File: config.mk
export PLATFORM = sky130hd
export DESIGN_NAME = serv_dbus_reg
export DESIGN_NICKNAME = d
export VERILOG_FILES = /design/src/rtl/serv_dbus_pkg.sv /design/src/rtl/serv_dbus_timeout.sv /design/src/rtl/serv_dbus_reg.sv
export SDC_FILE = /design/constraint.sdc
export NUM_CORES = 1
export LEC_CHECK = 0
export CAP_MARGIN = 20
export CORE_ASPECT_RATIO = 1.25
export CORE_MARGIN = 8
export CORE_UTILIZATION = 35
export DETAILED_ROUTE_END_ITERATION = 7
export PLACE_DENSITY_LB_ADDON = 0.08
export SKIP_LAST_GASP = 1
export SLEW_MARGIN = 10
export SYNTH_ARGS = -nofsm -noshare
export SYNTH_HDL_FRONTEND = slang
export SYNTH_SLANG_ARGS = --single-unit
File: constraint.sdc
create_clock -name i_clk -period 2.47 [get_ports i_clk]
set_clock_uncertainty 0.2 [all_clocks]
set_input_delay 0.494 -clock i_clk [delete_from_list [all_inputs] [get_ports i_clk]]
set_output_delay 0.494 -clock i_clk [all_outputs]
set_load 0.01 [all_outputs]
File: src/rtl/serv_dbus_pkg.sv
// rtl/serv_dbus_pkg.sv - shared state encoding and counter sizing for the registered data-bus slice
package serv_dbus_pkg;

  typedef enum logic [1:0] {
    IDLE = 2'd0,
    BUSY = 2'd1,
    RESP = 2'd2
  } state_t;

  // A timeout of 0 still needs a 1-bit counter so the logic stays well-formed.
  function automatic int cnt_width(input int timeout);
    return (timeout < 1) ? 1 : $clog2(timeout + 1);
  endfunction

endpackage

File: src/rtl/serv_dbus_timeout.sv
// rtl/serv_dbus_timeout.sv - busy-cycle counter that flags a hung external transfer
module serv_dbus_timeout
  import serv_dbus_pkg::*;
#(
  parameter int TIMEOUT = 255
) (
  input  logic clk,
  input  logic rst_n,
  input  logic clear,
  input  logic enable,
  output logic expire
);

  localparam int W = cnt_width(TIMEOUT);
  localparam logic [W-1:0] LAST = (TIMEOUT == 0) ? '0 : W'(TIMEOUT - 1);

  logic [W-1:0] cnt;

  always_ff @(posedge clk or negedge rst_n) begin
    if (!rst_n) begin
      cnt <= '0;
    end else if (clear) begin
      cnt <= '0;
    end else if (enable) begin
      cnt <= cnt + W'(1);
    end
  end

  // The owner leaves BUSY on expiry, so the counter never runs past LAST while enabled.
  assign expire = (TIMEOUT != 0) && enable && (cnt == LAST);

endmodule

File: src/rtl/serv_dbus_reg.sv
// rtl/serv_dbus_reg.sv - registered Wishbone slice between the SERV data bus and external memory
module serv_dbus_reg
  import serv_dbus_pkg::*;
#(
  parameter int          TIMEOUT     = 255,
  parameter logic [31:0] TIMEOUT_RDT = 32'h0000_0000
) (
  input  logic        i_clk,
  input  logic        i_rst_n,
  input  logic [31:0] i_wb_cpu_adr,
  input  logic [31:0] i_wb_cpu_dat,
  input  logic [3:0]  i_wb_cpu_sel,
  input  logic        i_wb_cpu_we,
  input  logic        i_wb_cpu_cyc,
  output logic [31:0] o_wb_cpu_rdt,
  output logic        o_wb_cpu_ack,
  output logic [31:0] o_wb_mem_adr,
  output logic [31:0] o_wb_mem_dat,
  output logic [3:0]  o_wb_mem_sel,
  output logic        o_wb_mem_we,
  output logic        o_wb_mem_cyc,
  input  logic [31:0] i_wb_mem_rdt,
  input  logic        i_wb_mem_ack,
  output logic        o_timeout
);

  state_t state;
  state_t state_nxt;
  logic   busy;
  logic   expire;
  logic   timeout_q;

  assign busy = (state == BUSY);

  serv_dbus_timeout #(
    .TIMEOUT (TIMEOUT)
  ) u_timeout (
    .clk    (i_clk),
    .rst_n  (i_rst_n),
    .clear  (!busy),
    .enable (busy),
    .expire (expire)
  );

  always_ff @(posedge i_clk or negedge i_rst_n) begin
    if (!i_rst_n) begin
      state <= IDLE;
    end else begin
      state <= state_nxt;
    end
  end

  // External ack beats timeout, timeout beats a core abort.
  always_comb begin
    state_nxt = state;
    case (state)
      IDLE: if (i_wb_cpu_cyc) state_nxt = BUSY;
      BUSY: begin
        if (i_wb_mem_ack || expire) begin
          state_nxt = RESP;
        end else if (!i_wb_cpu_cyc) begin
          state_nxt = IDLE;
        end
      end
      RESP:    state_nxt = IDLE;
      default: state_nxt = IDLE;
    endcase
  end

  always_ff @(posedge i_clk or negedge i_rst_n) begin
    if (!i_rst_n) begin
      o_wb_mem_adr <= '0;
      o_wb_mem_dat <= '0;
      o_wb_mem_sel <= '0;
      o_wb_mem_we  <= 1'b0;
      o_wb_cpu_rdt <= '0;
      timeout_q    <= 1'b0;
    end else begin
      timeout_q <= busy && !i_wb_mem_ack && expire;
      if (state == IDLE && i_wb_cpu_cyc) begin
        o_wb_mem_adr <= i_wb_cpu_adr;
        o_wb_mem_dat <= i_wb_cpu_dat;
        o_wb_mem_sel <= i_wb_cpu_sel;
        o_wb_mem_we  <= i_wb_cpu_we;
      end
      if (busy) begin
        if (i_wb_mem_ack) begin
          o_wb_cpu_rdt <= o_wb_mem_we ? 32'h0 : i_wb_mem_rdt;
        end else if (expire) begin
          o_wb_cpu_rdt <= o_wb_mem_we ? 32'h0 : TIMEOUT_RDT;
        end
      end
    end
  end

  // Decoded straight from the state flops, so reset drops them without waiting for a clock.
  assign o_wb_mem_cyc = busy;
  assign o_wb_cpu_ack = (state == RESP);
  assign o_timeout    = timeout_q;

endmodule

==> flow_metrics.py <==
metrics = {
    "clocking": {
        "path_clk_slew_ps": 70,
        "clock-sinks": 112,
        "ctsHoldBuffers": 1,
        "cts_resized": 0,
        "cts_root_buffer": "clkbuf_16",
        "post_cts_buffers": 0,
        "numCtsBuffers": 9,
        "clockBufferDepth": 2,
        "clock_latency_ps": 340,
        "cts_tree": "built",
        "cts_max_level": 3,
    },
    "worst_setup_path": {
        "max_stage_delay_ps": 530,
        "crit_cells": 3,
        "cp_slowest_cell": "clkdlybuf4s50_1",
        "crit_type": "flip-flop to output port",
        "critical_path_buf_inv_count": 2,
        "cp_max_fo": 4,
        "required_ps": 1780,
        "critPathLaunchType": "flip-flop",
        "path_cells": "nand2b_1 -> inv_1 -> clkdlybuf4s50_1",
        "crit_family": "buffers and inverters",
        "cp-end-kind": "output port",
        "r2r.worst_path.cells": 5,
        "arrival_ps": 1490,
    },
    "detailed_routing": {
        "via_per_inst": 4.64,
        "firstDrtPassIters": 4,
        "met1Wirelength_um": 4860,
        "wl_um": 12100,
        "wl_met3_um": 1270,
        "drc": 0,
        "drt-initial-drc-count": 126,
        "wl_met2_um": 5860,
        "routedWlPerCell_um": 16.9,
        "highest_layer": "met4",
        "num_vias": 3328,
        "ant_nets": 0,
    },
    "yosys": {
        "synth_fa_ha_area_share_pct": 0.559,
        "syn_area_um2": 4470,
        "synth-simple-area-share_pct": 5.90,
        "netlist_instances": 338,
        "syn_nets": 445,
        "synth_compound_area_share_pct": 7.10,
        "ys_warn_count": 0,
        "synth_area_leaders": "dfrtp_1, mux2_2, o32ai_1",
        "synth_top_family_by_area": "multiplexers",
        "yosysTopAreaCell": "dfrtp_1",
        "synth-xor-area-share_pct": 0.587,
        "synthDominantCellAreaShare_pct": 62.7,
        "synthMuxAreaShare_pct": 17.4,
        "syn_avg_cell_area_um2": 13.2,
        "synthDistinctLibCells": 25,
        "ys_seq_area_share_pct": 62.7,
        "ys_seq_elements": 112,
    },
    "placement": {
        "portBuffers": 208,
        "place_area_um2": 6740,
        "place_inst": 700,
        "hpwl_um": 9000,
        "place.gp.congestion": 0.702,
    },
    "final_layout": {
        "drive_gt1_share_pct": 17.3,
        "nNetsFinal": 651,
        "stdcell_count": 717,
        "syn_to_final_growth_pct": 57.6,
        "diodes": 0,
        "design_area_um2": 7050,
    },
    "timing": {
        "finalCriticalPeriod_ps": 2180,
        "slew_headroom_pct": 70.8,
        "drv_slew": 0,
        "setup_viol": 0,
        "tightest_slew_ps": 438,
        "hold_viol": 0,
        "fin_crit_sh_pct": 88.2,
        "rsz0062_at_grt": "false",
        "setup_tns_ps": 0,
        "fmaxAchievable_ghz": 0.459,
        "holdWs_ps": 302,
    },
    "power": {
        "p_per_area_nw_per_um2": 768,
        "ir_worst_vdd_mv": 0.308,
        "p_leak_nw": 3.01,
    },
    "floorplanning": {
        "die-area_um2": 16700,
        "io_pins": 209,
        "num_rows": 46,
        "die_w_um": 117,
        "fp.dieH_um": 142,
        "start_util_pct": 35.5,
        "core_area_um2": 12600,
    },
    "global_routing": {
        "grt_pass1_wl_um": 18600,
        "grt_pass1_vias": 3401,
        "grt.total_usage_pct": 14.5,
        "grt_max_degree": 70,
        "antenna_found_initial": 0,
        "grt-ovfl-total": 0,
    },
    "worst_hold_path": {
        "min_path_cells": 1,
        "hold_path_class": "flip-flop to flip-flop",
    },
    "run": {
        "cap_violations": 0,
    },
    "run_status": {
        "status": "finished clean",
    },
}
## cells in the mapped netlist
cell,instances
dfrtp_1,112
mux2_2,69
inv_1,36
nand2_1,34
o32ai_1,32
buf_2,7
clkbuf_1,7
nor2_1,5
buf_6,4
nand3_1,4
a21oi_1,3
buf_1,3
nand2b_1,3
o21ai_0,3
or3_1,3
ha_1,2
nor2b_1,2
xor2_1,2
a211oi_1,1
buf_4,1
nand3b_1,1
nand4_2,1
nor2_2,1
nor4_4,1
xnor2_1,1
## per-layer routing
metal | track usage, % | vias to the layer above
li1 | - | 1573
met1 | 17.3 | 1612
met2 | 23.1 | 132
met3 | 5.99 | 11
met4 | 4.86 | 0
met5 | 0 | -
## power by group
part / switching (mW) / internal (mW) / leakage [nW]
clock: 0.628 / 0.840 / 0.150
sequential: 0.177 / 2.17 / 1.38
combinational: 0.612 / 0.984 / 1.48
## per-stage QoR
| stage | utilization (%) | power, mW | setup slack, ps |
|---|---|---|---|
| finish | 55.9 | 5.42 | 291 |
| global route | 55.9 | 5.70 | 203 |
| CTS | 55.9 | 5.51 | 247 |
| detailed placement | 53.5 | 4.01 | 221 |
| global placement | 53.5 | 3.99 | 224 |
| floorplan | - | 2.97 | 705 |
## worst reg2reg max path: stages, from the launching register on
cell	delay (ps)
dfrtp_1	390
nand2b_1	160
buf_4	180
nor4_4	240
buf_4	380
o32ai_1	150
## state kept, by name, summed over array words and instances, names as in the netlist
register / flops
u_timeout.cnt: 8
o_wb_mem_we: 1
o_wb_mem_adr: 32
o_wb_mem_sel: 4
o_wb_mem_dat: 32
state: 2
o_timeout: 1
o_wb_cpu_rdt: 32
## layout by cell type, fill, tap and decap left out, types with 4 or more instances in the layout
cell,n
nand2_1,34
o32ai_1,32
inv_1,36
mux2_2,69
nor2_1,5
clkbuf_16,9
buf_4,6
dfrtp_1,112
clkdlybuf4s50_1,207
nand3_1,4
## logic make-up after synthesis
logic type                 Yosys count
xor gates and xnor gates             3
buffers and inverters               58
DFF                                112
and+or+nand+nor                     55
AOI/OAI and AO/OA                   39
muxes                               69
adders and majority gates            2
## final cells by class
class	instances	area, µm²
Clock buffer	13	260
Clock inverter	3	40.0
Fill cell	1054	5550
Inverter	36	135
Multi-Input combinational cell	168	1420
Sequential cell	112	2800
Tap cell	168	210
Timing Repair Buffer	217	2190
## final timing paths
| kind | startpoint | endpoint | slack [ps] |
|---|---|---|---|
| worst min-delay path | o_wb_mem_dat[21] | o_wb_mem_dat[21] | 300 |
| max in group asynchronous | i_rst_n | o_wb_mem_dat[14] | 960 |
| min in group asynchronous | i_rst_n | o_wb_mem_adr[31] | 430 |
| worst max register to register | state[1] | o_wb_cpu_rdt[6] | 630 |
| worst max-delay path | state[1] | o_wb_mem_cyc | 290 |
| worst min register to register | o_wb_mem_dat[21] | o_wb_mem_dat[21] | 300 |
Note: power is estimated with default switching activity, not from simulation.
